==> config.mk <==
export PLATFORM = sky130hd
export DESIGN_NAME = context_stack
export DESIGN_NICKNAME = d
export VERILOG_FILES = /design/src/rtl/ctx_pkg.sv /design/src/rtl/ctx_stack_mem.sv /design/src/rtl/context_stack.sv
export SDC_FILE = /design/constraint.sdc
export NUM_CORES = 1
export LEC_CHECK = 0
export ABC_AREA = 1
export CAP_MARGIN = 20
export CORE_ASPECT_RATIO = 0.9
export CORE_UTILIZATION = 55
export CTS_CLUSTER_DIAMETER = 40
export CTS_CLUSTER_SIZE = 40
export DETAILED_ROUTE_END_ITERATION = 6
export PLACE_DENSITY = 0.86
export SYNTH_ARGS = -nofsm -noshare
export SYNTH_HDL_FRONTEND = slang
export SYNTH_SLANG_ARGS = --single-unit
==> constraint.sdc <==
create_clock -name clk -period 4.9 [get_ports clk]
set_input_delay 0.735 -clock clk [delete_from_list [all_inputs] [get_ports clk]]
set_output_delay 0.735 -clock clk [all_outputs]
set_load 0.02 [all_outputs]
==> src/rtl/ctx_pkg.sv <==
// Shared definitions for the context stack: FSM encoding, mode width, default depth.
package ctx_pkg;

  localparam int unsigned MODE_W        = 2;
  localparam int unsigned DEFAULT_DEPTH = 4;

  typedef enum logic [1:0] {
    ST_IDLE = 2'd0,
    ST_RET  = 2'd1,
    ST_HOLD = 2'd2
  } ctx_state_e;

endpackage

==> src/rtl/ctx_stack_mem.sv <==
// Context storage array with push/pop, occupancy count and top-of-stack read.
// Optional build macro: CTX_PARITY_EN (adds an even-parity bit per entry).
module ctx_stack_mem
  import ctx_pkg::*;
#(
  parameter int unsigned DEPTH = DEFAULT_DEPTH,
  parameter int unsigned PC_W  = 16
) (
  input  logic                    clk,
  input  logic                    rst,
  input  logic                    push_i,
  input  logic                    pop_i,
  input  logic [PC_W-1:0]         pc_i,
  input  logic [MODE_W-1:0]       mode_i,
  output logic [PC_W-1:0]         top_pc_o,
  output logic [MODE_W-1:0]       top_mode_o,
`ifdef CTX_PARITY_EN
  output logic                    top_par_err_o,
`endif
  output logic                    full_o,
  output logic                    empty_o,
  output logic [$clog2(DEPTH):0]  count_o
);

  localparam int unsigned PTR_W  = $clog2(DEPTH);
  localparam int unsigned CNT_W  = PTR_W + 1;
  localparam int unsigned DATA_W = PC_W + MODE_W;
`ifdef CTX_PARITY_EN
  localparam int unsigned ENTRY_W = DATA_W + 1;
`else
  localparam int unsigned ENTRY_W = DATA_W;
`endif

  logic [ENTRY_W-1:0] mem_q [DEPTH];
  logic [CNT_W-1:0]   count_q, count_d;
  logic [PTR_W-1:0]   wr_ptr, top_ptr;
  logic [DATA_W-1:0]  wdata;
  logic [ENTRY_W-1:0] wentry, top_entry;
  logic               do_push, do_pop;

  assign full_o  = (count_q == CNT_W'(DEPTH));
  assign empty_o = (count_q == '0);
  assign do_push = push_i && !full_o;
  assign do_pop  = pop_i && !empty_o && !push_i;

  // Write slot is the current count; top is one below (don't-care when empty).
  assign wr_ptr  = PTR_W'(count_q);
  assign top_ptr = PTR_W'(count_q - CNT_W'(1));

  assign wdata = {pc_i, mode_i};
`ifdef CTX_PARITY_EN
  assign wentry        = {^wdata, wdata};
  assign top_par_err_o = ^top_entry;
`else
  assign wentry = wdata;
`endif

  assign top_entry  = mem_q[top_ptr];
  assign top_pc_o   = top_entry[DATA_W-1:MODE_W];
  assign top_mode_o = top_entry[MODE_W-1:0];
  assign count_o    = count_q;

  // Saturating occupancy update; push wins over pop.
  always_comb begin
    count_d = count_q;
    if (do_push) begin
      count_d = count_q + CNT_W'(1);
    end else if (do_pop) begin
      count_d = count_q - CNT_W'(1);
    end
  end

  // Occupancy register.
  always_ff @(posedge clk) begin
    if (rst) begin
      count_q <= '0;
    end else begin
      count_q <= count_d;
    end
  end

  // Entry storage; contents are not reset.
  always_ff @(posedge clk) begin
    if (!rst && do_push) begin
      mem_q[wr_ptr] <= wentry;
    end
  end

endmodule

==> src/rtl/context_stack.sv <==
// Handler context stack: saves {PC, Mode} on entry and redirects fetch on return.
// Optional build macro: CTX_PARITY_EN (parity-checked entries, faulting return).
module context_stack
  import ctx_pkg::*;
#(
  parameter int unsigned DEPTH = DEFAULT_DEPTH,
  parameter int unsigned PC_W  = 16
) (
  input  logic                   clk,
  input  logic                   rst,
  input  logic                   Store_Current,
  input  logic [PC_W-1:0]        cur_PC,
  input  logic [MODE_W-1:0]      cur_Mode,
  input  logic                   rti_req,
  input  logic                   miss,
  input  logic                   IFID_Stall,
  output logic                   ret_J,
  output logic [PC_W-1:0]        ret_PC,
  output logic [MODE_W-1:0]      ret_Mode,
  output logic                   ret_Fault,
  output logic                   overflow,
  output logic [$clog2(DEPTH):0] depth
);

  ctx_state_e        state_q, state_d;
  logic              ret_j_q, ret_j_d;
  logic              fault_q, fault_d;
  logic              ovf_q, ovf_d;
  logic [PC_W-1:0]   pc_q, pc_d;
  logic [MODE_W-1:0] mode_q, mode_d;
  logic              push_c, pop_c;
  logic              full_c, empty_c;
  logic [PC_W-1:0]   top_pc_c;
  logic [MODE_W-1:0] top_mode_c;
`ifdef CTX_PARITY_EN
  logic              top_par_err_c;
  logic              par_err_q, par_err_d;
`endif

  ctx_stack_mem #(
    .DEPTH (DEPTH),
    .PC_W  (PC_W)
  ) u_mem (
    .clk           (clk),
    .rst           (rst),
    .push_i        (push_c),
    .pop_i         (pop_c),
    .pc_i          (cur_PC),
    .mode_i        (cur_Mode),
    .top_pc_o      (top_pc_c),
    .top_mode_o    (top_mode_c),
`ifdef CTX_PARITY_EN
    .top_par_err_o (top_par_err_c),
`endif
    .full_o        (full_c),
    .empty_o       (empty_c),
    .count_o       (depth)
  );

  // Next-state, stack control and registered-output values.
  always_comb begin
    state_d = state_q;
    push_c  = 1'b0;
    pop_c   = 1'b0;
    ovf_d   = ovf_q;
    fault_d = 1'b0;
    ret_j_d = 1'b0;
    pc_d    = '0;
    mode_d  = '0;
`ifdef CTX_PARITY_EN
    par_err_d = 1'b0;
`endif

    if (Store_Current) begin
      push_c = !full_c;
      if (full_c) begin
        ovf_d = 1'b1;
      end
    end

    case (state_q)
      ST_IDLE: begin
        if (rti_req && !miss && !Store_Current) begin
          if (empty_c) begin
            fault_d = 1'b1;
          end else begin
            state_d = ST_RET;
`ifdef CTX_PARITY_EN
            par_err_d = top_par_err_c;
`endif
          end
        end
      end
      ST_RET, ST_HOLD: begin
        if (Store_Current) begin
          state_d = ST_IDLE;
`ifdef CTX_PARITY_EN
        end else if (par_err_q) begin
          pop_c   = 1'b1;
          state_d = ST_IDLE;
`endif
        end else if (miss) begin
          state_d = ST_IDLE;
        end else if (IFID_Stall) begin
          state_d = ST_HOLD;
        end else begin
          pop_c   = 1'b1;
          state_d = ST_IDLE;
        end
      end
      default: state_d = ST_IDLE;
    endcase

    // Redirect outputs track the state being entered; top is stable there.
    if (state_d != ST_IDLE) begin
      ret_j_d = 1'b1;
      pc_d    = top_pc_c;
      mode_d  = top_mode_c;
    end
`ifdef CTX_PARITY_EN
    if (par_err_d) begin
      ret_j_d = 1'b0;
      fault_d = 1'b1;
    end
`endif
  end

  // State and output registers.
  always_ff @(posedge clk) begin
    if (rst) begin
      state_q <= ST_IDLE;
      ret_j_q <= 1'b0;
      fault_q <= 1'b0;
      ovf_q   <= 1'b0;
      pc_q    <= '0;
      mode_q  <= '0;
`ifdef CTX_PARITY_EN
      par_err_q <= 1'b0;
`endif
    end else begin
      state_q <= state_d;
      ret_j_q <= ret_j_d;
      fault_q <= fault_d;
      ovf_q   <= ovf_d;
      pc_q    <= pc_d;
      mode_q  <= mode_d;
`ifdef CTX_PARITY_EN
      par_err_q <= par_err_d;
`endif
    end
  end

  assign ret_J     = ret_j_q;
  assign ret_PC    = pc_q;
  assign ret_Mode  = mode_q;
  assign ret_Fault = fault_q;
  assign overflow  = ovf_q;

endmodule

==> results.tsv, run 1 <==
stage	metric	value	unit
critical_path	path_buf_inv	3	
synthesis	syn-instance-count	326	
routing	via_count	2430	
hold_path	whs_endpoint	overflow	
sta	whs	0.456	ns
clock_network	cts_buffers	9	
power	leakage	1.67	nW
hold_path	hp-class	flip-flop to flip-flop	
job	maxCapViolations	0	
synthesis	yosys.area_share.xor_xnor	0.227	%
synthesis	synthTopCellsByArea	edfxtp_1, dfxtp_1, nor2_1	
critical_path	critPathMaxStageDelay	0.79	ns
synthesis	synthFlopType	edfxtp_1	
synthesis	ys.warnings.count	0	
place	place_ws	2.24	ns
synthesis	yosysTopAreaCell	edfxtp_1	
synthesis	syn_nets	357	
critical_path	timing.rr.end	state_q[1]	
status	outcome	complete, no violations	
routing	drt-total-wl	6.83	mm
critical_path	path_cells	buf_4 -> inv_1 -> ha_1 -> nand2_2 -> nand3_2 -> nand2_1 -> nand2_1 -> nand2_1 -> inv_1	
critical_path	slowest_stage	nand2_1	
die	die_area	0.00737	mm2
sta	fin_crit_sh	51.2	%
critical_path	regToRegSetupSlack	2.39	ns
final_layout	diodes	0	
sta	setup_ws	2.39	ns
global_route	antenna_found_initial	0	
sta	skew	0.00569	ns
synthesis	ys_async_sr_fraction	0	%
hold_path	hp-start	overflow	
synthesis	synth_edf_count	72	
global_route	grt_max_degree	42	
die	die_y	81.5	um
synthesis	synth_seq_cells	98	
sta	maxSlewViolCount	0	
critical_path	cp.required	5.11	ns
sta	period_needed	2.51	ns
critical_path	worst_path_most_repeated_cell	nand2_1	
clock_network	cts_buffer_depth	2	
critical_path	worstPathArrival	2.71	ns
synthesis	ys_seq_area_share	69.4	%
critical_path	worstSetupPathType	flip-flop to flip-flop	
synthesis	synthMuxAreaShare	0	%
synthesis	yosys-top-cells-count	edfxtp_1, nor2_1, o21ai_0	
synthesis	synthAdderAreaFrac	2.27	%
global_route	grt_pass1_vias	2248	
power	peakVddDrop	0.218	mV
place	port_buffers	47	
die	core-area	0.00669	mm2
clock_network	hold_buffers	0	
final_layout	fillers	459	
synthesis	yosysUniqueCellTypes	23	
synthesis	yosys.area_share.simple	9.97	%
synthesis	synth.most_common_cell	edfxtp_1	
sta	worstMarginPinSlew	1.09	ns
clock_network	clock_latency	0.36	ns
sta	rsz0062_at_grt	false	
synthesis	synth_compound_area_share	11.6	%
global_route	gr-usage-all-layers	19.2	%
critical_path	crit_path_end_kind	flip-flop	
place	gp_congestion	0.775	
clock_network	cts.repair.resized	0	
routing	viasPerCell	5.17	
critical_path	path_max_fanout	41	
die	initial_utilization	57.8	%
sta	slew_headroom	27.1	%
die	ios	48	
clock_network	cts-root-buf	clkbuf_8	
sta	setup_viol	0	
die	die_w	90.4	um
clock_network	htree_levels	3	
clock_network	cts_tree	built	
global_route	grt_pass1_wl	10.5	mm
final_layout	area_growth	18.0	%
hold_path	whs_path_depth	2	
routing	avgRoutedWirePerCell	14.5	um
final_layout	final_net_count	406	
sta	fmax	399	MHz
final_layout	post-route-util	68.2	%
clock_network	cts.reportedPaths.clkPinSlew	0.08	ns
critical_path	r2r_cells	9	
routing	drc	0	
synthesis	synth_top_family_by_area	compound AO/OA/AOI/OAI gates	
power	power_density	355	mW/mm2
routing	final_antenna_net_count	0	
die	num_rows	28	
synthesis	syn-mean-instance-area	11.9	um2
final_layout	drive_above_1_share	11.6	%
final_layout	fin_area	0.00456	mm2
routing	drtPass1Iterations	5	
critical_path	cp-start-kind	flip-flop	
sta	hold_viol	0	
routing	drtIter0Drc	160	
place	placed_area	0.00437	mm2
clock_network	cts_sinks	98	
clock_network	post_cts_buffers	0	
critical_path	crit_family	simple AND/OR/NAND/NOR gates	
place	post-dp-hpwl	4.06	mm
global_route	gr-total-overflow	0	
synthesis	syn-cell-area	0.00386	mm2
synthesis	synth_top_area_share	55.9	%
sta	fin_setup_tns	0	ns
critical_path	regToRegStartpoint	u_mem.count_o[0]	
stage by stage:
step           std cells  total power, mW
2_1_floorplan        326             1.12
3_3_place_gp         453             1.19
3_5_place_dp         453             1.20
4_1_cts              469             1.61
5_1_grt              470             1.69
6_report             470             1.62
kinds of logic after synthesis:
group / Yosys count
flip-flops: 98
buffers and inverters: 51
adder cells (fa/ha/maj): 7
AO/OA/AOI/OAI: 76
XOR/XNOR: 1
AND/OR/NAND/NOR: 93
sequential cells by signal (all words and copies together), names as in the netlist:
register / count
overflow: 1
ret_Fault: 1
ret_J: 1
ret_Mode: 2
ret_PC: 16
state_q: 2
u_mem.count_o: 3
u_mem.mem_q: 72
worst register-to-register path, delay by kind of cell (launching register included):
family | cells | cell delay (ns)
flops | 1 | 0.31
fa+ha+maj | 1 | 0.31
buf+inv | 3 | 0.64
simple gates | 5 | 1.10
worst max path at each step:
stage | slack, ns | endpoint | start | cells after the start
5_1_grt | 2.23 | state_q[1] | u_mem.count_o[0] | 9
2_1_floorplan | 2.22 | u_mem.mem_q[1][0] | u_mem.count_o[0] | 9
6_report | 2.39 | state_q[1] | u_mem.count_o[0] | 9
3_5_place_dp | 2.24 | state_q[1] | Store_Current | 7
4_1_cts | 2.32 | ret_PC[9] | u_mem.count_o[0] | 7
3_3_place_gp | 2.27 | ret_J | Store_Current | 7
where the power goes:
group / internal, mW / switching [mW] / leakage, nW
Sequential: 0.921 / 0.0106 / 0.864
Combinational: 0.100 / 0.161 / 0.731
Clock: 0.179 / 0.246 / 0.0773
cell usage in the layout (no fill, tap or decap), drive strengths merged:
master | netlist | final
a21oi | 22 | 22
buf | 13 | 7
clkbuf | 3 | 10
clkdlybuf4s50 | 0 | 47
clkinv | 0 | 4
clkinvlp | 0 | 2
dfxtp | 26 | 26
edfxtp | 72 | 72
ha | 7 | 7
inv | 35 | 35
nand2 | 23 | 23
nand3 | 8 | 8
nand4 | 1 | 1
nor2 | 60 | 60
nor3 | 1 | 1
o21ai | 54 | 54
xor2 | 1 | 1
final cells by class:
type                    count  area (um2)  share of cell area [%]
flip-flops and latches     98        2680                    58.8
repair buffers             54         543                    11.9
inverters                  35         131                    2.88
clock inverters             6        33.8                   0.741
well taps                  90         113                    2.47
clock buffers              10         128                    2.80
multi-input cells         177         930                    20.4
layer usage:
layer / track usage [%] / wire, um
met1: 20.6 / 2710
met2: 35.7 / 3600
met3: 7.41 / 406
met4: 5.97 / 107
met5: 0 / 0
Note: power is estimated with default switching activity, not from simulation.
==> run 2, diff against run 1 <==
--- a/config.mk
+++ b/config.mk
@@ -8,11 +8,11 @@
 export ABC_AREA = 1
 export CAP_MARGIN = 20
 export CORE_ASPECT_RATIO = 0.9
-export CORE_UTILIZATION = 55
+export CORE_UTILIZATION = 49
 export CTS_CLUSTER_DIAMETER = 40
 export CTS_CLUSTER_SIZE = 40
 export DETAILED_ROUTE_END_ITERATION = 6
-export PLACE_DENSITY = 0.86
+export PLACE_DENSITY = 0.82
 export SYNTH_ARGS = -nofsm -noshare
 export SYNTH_HDL_FRONTEND = slang
 export SYNTH_SLANG_ARGS = --single-unit
==> constraint.sdc (replaced) <==
create_clock -name clk -period 2.1 [get_ports clk]
set_input_delay 0.315 -clock clk [delete_from_list [all_inputs] [get_ports clk]]
set_output_delay 0.315 -clock clk [all_outputs]
set_load 0.02 [all_outputs]
==> run 2 against run 1 <==
  * Clock skew increased by 0.0073 ns
  * Register-to-register slack got worse by 2.1 ns
  * Sequential share of layout area is 2.1 points lower
  * Largest cell class unchanged
  * Worst setup slack lost 2.1 ns
  * Critical endpoint is now u_mem.mem_q[1][11]
==> results.tsv, run 2 (synthesis gave the netlist of run 1 again) <==
stage	metric	value	unit	change
critical_path	slowest_stage	dfxtp_4		was nand2_1
power	leakage	1.76	nW	was 1.67 nW
clock_network	cts_buffer_depth	2		unchanged
hold_path	hp-class	flip-flop to flip-flop		unchanged
place	post-dp-hpwl	4.68	mm	was 4.06 mm
power	p_switching	1.04	mW	was 418 uW
global_route	gr-usage-all-layers	18.6	%	was 19.2%
routing	drtPass1Iterations	4		was 5
critical_path	regToRegStartpoint	u_mem.count_o[0]		unchanged
global_route	grt_pass1_vias	2313		was 2248
sta	worstMarginPinSlew	0.375	ns	was 1.09 ns
final_layout	regMostFlops	u_mem.mem_q		unchanged
hold_path	whs_endpoint	overflow		unchanged
clock_network	cts_sinks	98		unchanged
power	p_sw_share	26.0	%	was 25.8%
job	maxCapViolations	0		unchanged
place	placed_area	0.00453	mm2	was 0.00437 mm2
power	power_density	848	mW/mm2	was 355 mW/mm2
global_route	grt_max_degree	40		was 42
routing	viasPerCell	5.04		was 5.17
power	finalPower	4.01	mW	was 1.62 mW
critical_path	cp.required	2.17	ns	was 5.11 ns
routing	drt-total-wl	6.93	mm	was 6.83 mm
die	ios	48		unchanged
sta	fmax	547	MHz	was 399 MHz
place	gp_congestion	0.800		was 0.775
sta	period_needed	1.83	ns	was 2.51 ns
routing	final_antenna_net_count	0		unchanged
clock_network	clock_latency	0.36	ns	about the same
sta	setup_viol	0		unchanged
die	num_rows	30		was 28
sta	skew	0.0130	ns	was 0.00569 ns
final_layout	final_common_cell	edfxtp_1		unchanged
routing	drtIter0Drc	121		was 160
die	core-area	0.00758	mm2	was 0.00669 mm2
clock_network	htree_levels	3		unchanged
final_layout	largest_register_ffs	72		unchanged
global_route	gr-total-overflow	0		unchanged
final_layout	final_net_count	414		was 406
clock_network	cts_buffers	9		unchanged
critical_path	path_max_fanout	18		was 41
die	die_y	86.3	um	was 81.5 um
critical_path	path_cells	inv_1 -> ha_1 -> nand2_1 -> nand2_1 -> inv_2 -> nand2_4 -> nor2_4 -> buf_4		was buf_4 -> inv_1 -> ha_1 -> nand2_2 -> nand3_2 -> nand2_1 -> nand2_1 -> nand2_1 -> inv_1
critical_path	cp-start-kind	flip-flop		unchanged
routing	drc	0		unchanged
sta	rsz0062_at_grt	false		unchanged
die	initial_utilization	51.0	%	was 57.8%
die	die_w	95.6	um	was 90.4 um
final_layout	fin_area	0.00474	mm2	was 0.00456 mm2
clock_network	cts.repair.resized	0		unchanged
power	comb_power_share	15.5	%	was 16.2%
power	peakVddDrop	0.479	mV	was 0.218 mV
clock_network	cts-root-buf	clkbuf_8		unchanged
place	port_buffers	47		unchanged
critical_path	critPathMaxStageDelay	0.46	ns	was 0.79 ns
sta	maxSlewViolCount	0		unchanged
clock_network	post_cts_buffers	0		unchanged
final_layout	post-route-util	62.5	%	was 68.2%
sta	hold_viol	0		unchanged
final_layout	drive_above_1_share	16.0	%	was 11.6%
sta	fin_crit_sh	87.1	%	was 51.2%
critical_path	worstPathArrival	1.90	ns	was 2.71 ns
critical_path	timing.rr.end	u_mem.mem_q[1][11]		was state_q[1]
die	die_area	0.00825	mm2	was 0.00737 mm2
routing	via_count	2441		was 2430
critical_path	worstSetupPathType	flip-flop to flip-flop		unchanged
clock_network	hold_buffers	0		unchanged
final_layout	diodes	0		unchanged
critical_path	regToRegSetupSlack	0.27	ns	was 2.39 ns
sta	slew_headroom	75.0	%	was 27.1%
global_route	grt_pass1_wl	11.1	mm	was 10.5 mm
final_layout	area_growth	22.5	%	was 18.0%
critical_path	r2r_cells	8		was 9
power	seq_power_share	54.3	%	was 57.5%
power	clkPwrFrac	30.2	%	was 26.3%
hold_path	whs_path_depth	2		unchanged
hold_path	hp-start	overflow		unchanged
final_layout	final_cell_mix	edfxtp_1, nor2_1, clkdlybuf4s50_1		unchanged
clock_network	cts_tree	built		unchanged
power	p_int	2.97	mW	was 1.20 mW
clock_network	cts.reportedPaths.clkPinSlew	0.09	ns	was 0.08 ns
final_layout	fillers	559		was 459
critical_path	crit_path_end_kind	flip-flop		unchanged
critical_path	worst_path_most_repeated_cell	nand2_1		unchanged
status	outcome	complete, no violations		unchanged
global_route	antenna_found_initial	0		unchanged
sta	fin_setup_tns	0	ns	unchanged
routing	avgRoutedWirePerCell	14.3	um	was 14.5 um
==> run 2: power by group through the flow <==
stage	combinational, mW	clock, mW	sequential [mW]
after floorplan	0.373	0	2.25
after global placement	0.601	0	2.22
final	0.624	1.21	2.18
after detailed placement	0.620	0	2.22
after CTS	0.625	1.24	2.18
after global routing	0.698	1.33	2.18
==> run 2: cell type report <==
class                      count  area, um2  share of cell area [%]
multi-input combinational    177        967                    20.4
timing repair buffer          62        621                    13.1
sequential                    98       2690                    56.7
clock buffer                  11        174                    3.67
clock inverter                 5       36.3                   0.766
inverter                      35        131                    2.77
tap                           96        120                    2.54
==> run 2: per-stage QoR <==
step                      hold WS [ns]  setup slack (ns)  instances
after floorplan                  0.374            0.0218        326
after global placement           0.435             0.277        468
after detailed placement         0.437             0.226        468
after CTS                        0.451             0.264        484
after global routing             0.484             0.117        484
final                            0.446             0.271        484
==> run 2: worst max path at each step <==
stage                     startpoint                 end  slack [ns]  cells after the start
floorplan           u_mem.count_o[0]   u_mem.mem_q[0][0]        0.02                      9
global placement       Store_Current  u_mem.mem_q[1][11]        0.28                      6
detailed placement     Store_Current   u_mem.mem_q[1][8]        0.23                      6
CTS                 u_mem.count_o[0]  u_mem.mem_q[1][11]        0.26                      8
global route        u_mem.count_o[0]  u_mem.mem_q[1][11]        0.12                      8
finish              u_mem.count_o[0]  u_mem.mem_q[1][11]        0.27                      8
==> run 2: per-layer routing <==
layer  routed length (um)  up-vias  track usage, %  share of wire, %
met4                  106        0            5.97               1.5
met1                 3020     1130            23.0                44
met2                 3370       90            30.9                49
met5                    0        -               0                 0
li1                     -     1214               -                 -
met3                  429        7            6.32               6.2
==> run 2: worst max-delay path: cells and delay by family (launching register included) <==
family / cells / cell delay [ns]
flops: 1 / 0.46
simple gates: 4 / 0.45
buf+inv: 3 / 0.38
fa+ha+maj: 1 / 0.25
==> run 3, diff against run 2 <==
--- a/config.mk
+++ b/config.mk
@@ -8,11 +8,12 @@
 export ABC_AREA = 1
 export CAP_MARGIN = 20
 export CORE_ASPECT_RATIO = 0.9
-export CORE_UTILIZATION = 49
+export CORE_UTILIZATION = 52
+export CTS_BUF_LIST = sky130_fd_sc_hd__clkbuf_4 sky130_fd_sc_hd__clkbuf_8
 export CTS_CLUSTER_DIAMETER = 40
 export CTS_CLUSTER_SIZE = 40
 export DETAILED_ROUTE_END_ITERATION = 6
-export PLACE_DENSITY = 0.82
+export PLACE_DENSITY = 0.85
 export SYNTH_ARGS = -nofsm -noshare
 export SYNTH_HDL_FRONTEND = slang
 export SYNTH_SLANG_ARGS = --single-unit
==> run 3 against run 2 <==
  * Worst setup slack lost 0.15 ns
  * Critical path type is now flip-flop to output pin
  * Routed wire length grew 2.3%
  * First-iteration DRC count up 3.3%
  * Non-clock buffer count increased by 1
  * Maximum frequency is 7.8% lower
  * Via count increased by 0.90%
  * Design area down 0.85%
  * Combinational power rose by 3%
  * Global-route usage up 1.2 points
  * Cell count fell by 0.41%
  * Sequential share of layout area increased by 0.48 points
==> results.tsv, run 3 (synthesis gave the netlist of run 1 again) <==
stage	metric	value	unit	change
die	core-area	0.00711	mm2	was 0.00758 mm2
routing	drt-total-wl	7.09	mm	was 6.93 mm
global_route	gr-total-overflow	0		unchanged
critical_path	cp.required	1.78	ns	was 2.17 ns
routing	drtIter0Drc	125		was 121
critical_path	worstPathArrival	1.67	ns	was 1.90 ns
final_layout	largest_register_ffs	72		unchanged
sta	fin_setup_tns	0	ns	unchanged
final_layout	final_net_count	415		was 414
sta	rsz0062_at_grt	false		unchanged
place	port_buffers	47		unchanged
job	maxCapViolations	0		unchanged
sta	maxSlewViolCount	0		unchanged
place	gp_congestion	0.771		was 0.800
sta	skew	0.00742	ns	was 0.0130 ns
clock_network	cts_buffer_depth	2		unchanged
die	die_y	83.8	um	was 86.3 um
critical_path	cp-start-kind	flip-flop		unchanged
clock_network	htree_levels	3		unchanged
global_route	grt_pass1_vias	2433		was 2313
critical_path	path_cells	buf_6 -> clkdlybuf4s50_1		was inv_1 -> ha_1 -> nand2_1 -> nand2_1 -> inv_2 -> nand2_4 -> nor2_4 -> buf_4
global_route	grt_pass1_wl	11.6	mm	was 11.1 mm
final_layout	final_cell_mix	edfxtp_1, nor2_1, clkdlybuf4s50_1		unchanged
routing	avgRoutedWirePerCell	14.7	um	was 14.3 um
routing	drc	0		unchanged
critical_path	crit_path_end_kind	output pin		was flip-flop
routing	final_antenna_net_count	0		unchanged
clock_network	post_cts_buffers	0		unchanged
clock_network	cts_buffers	9		unchanged
die	initial_utilization	54.3	%	was 51.0%
sta	slew_headroom	74.6	%	was 75.0%
status	outcome	complete, no violations		unchanged
sta	worstMarginPinSlew	0.381	ns	was 0.375 ns
routing	viasPerCell	5.11		was 5.04
global_route	grt_max_degree	41		was 40
die	die_w	92.9	um	was 95.6 um
sta	setup_viol	0		unchanged
final_layout	regMostFlops	u_mem.mem_q		unchanged
critical_path	critPathMaxStageDelay	0.66	ns	was 0.46 ns
power	power_density	831	mW/mm2	was 848 mW/mm2
final_layout	diodes	0		unchanged
critical_path	slowest_stage	clkdlybuf4s50_1		was dfxtp_4
final_layout	final_common_cell	edfxtp_1		unchanged
die	die_area	0.00778	mm2	was 0.00825 mm2
global_route	gr-usage-all-layers	19.8	%	was 18.6%
sta	fmax	504	MHz	was 547 MHz
sta	hold_viol	0		unchanged
critical_path	worstSetupPathType	flip-flop to output pin		was flip-flop to flip-flop
place	post-dp-hpwl	4.83	mm	was 4.68 mm
clock_network	cts-root-buf	clkbuf_8		unchanged
die	num_rows	29		was 30
sta	fin_crit_sh	94.5	%	was 87.1%
routing	drtPass1Iterations	4		unchanged
global_route	antenna_found_initial	0		unchanged
clock_network	clock_latency	0.36	ns	about the same
sta	period_needed	1.98	ns	was 1.83 ns
clock_network	cts.reportedPaths.clkPinSlew	0.09	ns	about the same
final_layout	area_growth	21.5	%	was 22.5%
critical_path	path_max_fanout	40		was 18
power	leakage	1.74	nW	was 1.76 nW
final_layout	post-route-util	66.0	%	was 62.5%
routing	via_count	2463		was 2441
clock_network	cts_tree	built		unchanged
clock_network	cts_sinks	98		unchanged
hold_path	hp-class	flip-flop to flip-flop		unchanged
power	peakVddDrop	0.514	mV	was 0.479 mV
die	ios	48		unchanged
final_layout	drive_above_1_share	16.2	%	was 16.0%
run 3: cell types whose count changed in the layout (fill, tap and decap cells not counted):
cell	delta
buf_12	-1
buf_4	+1
buf_6	+1
clkbuf_16	-2
clkinv_4	+1
inv_4	+2
inv_6	-2
inv_8	+1
run 3: through the flow:
step	instances	power (mW)	hold WS, ns	worst slack, ns	cell area [um2]
floorplan	326	2.62	0.374	0.0218	3910
global placement	466	2.82	0.439	0.240	4520
detailed placement	466	2.85	0.441	0.199	4520
CTS	482	3.93	0.456	0.0101	4690
global route	482	4.08	0.506	0.0589	4700
finish	482	3.90	0.451	0.116	4700
run 3: per-layer routing:
metal  wire (um)  share of wire (%)  vias to the layer above  GRT usage, %
met5           0                  0                        -             0
met4           8               0.11                        0          7.55
met3         409                5.8                        2          5.74
met2        3700                 52                       82          32.8
met1        2970                 42                     1160          24.6
li1            -                  -                     1219             -
run 3: area by class of cell:
type	count	area [um2]
sequential	98	2690
clock buffer	9	124
inverter	35	131
fill	537	2420
multi-input combinational	177	967
tap	93	116
timing repair buffer	63	619
clock inverter	7	51.3
run 3: worst paths after layout:
kind,depth (start not counted),slack (ns),from,endpoint
setup / recovery,2,0.12,u_mem.count_o[0],depth[0]
hold / removal,2,0.45,overflow,overflow
setup reg to reg,6,0.34,u_mem.count_o[0],u_mem.mem_q[2][17]
hold reg to reg,2,0.45,overflow,overflow
run 3: critical path, delay by kind of cell, from the launching register on:
kind | cells | cell delay [ns]
buffers and inverters | 2 | 0.93
flip-flops | 1 | 0.36
run 3: timing repair:
action | in CTS | in global routing
endpoints found under the setup margin | 0 | 1
resized for setup | 0 | 1
hold buffers | 0 | 0
run 3: power breakdown:
part / switching (mW) / total [mW] / internal (mW)
logic: 0.400 / 0.640 / 0.240
registers: 0.0218 / 2.17 / 2.15
clock network: 0.649 / 1.09 / 0.442
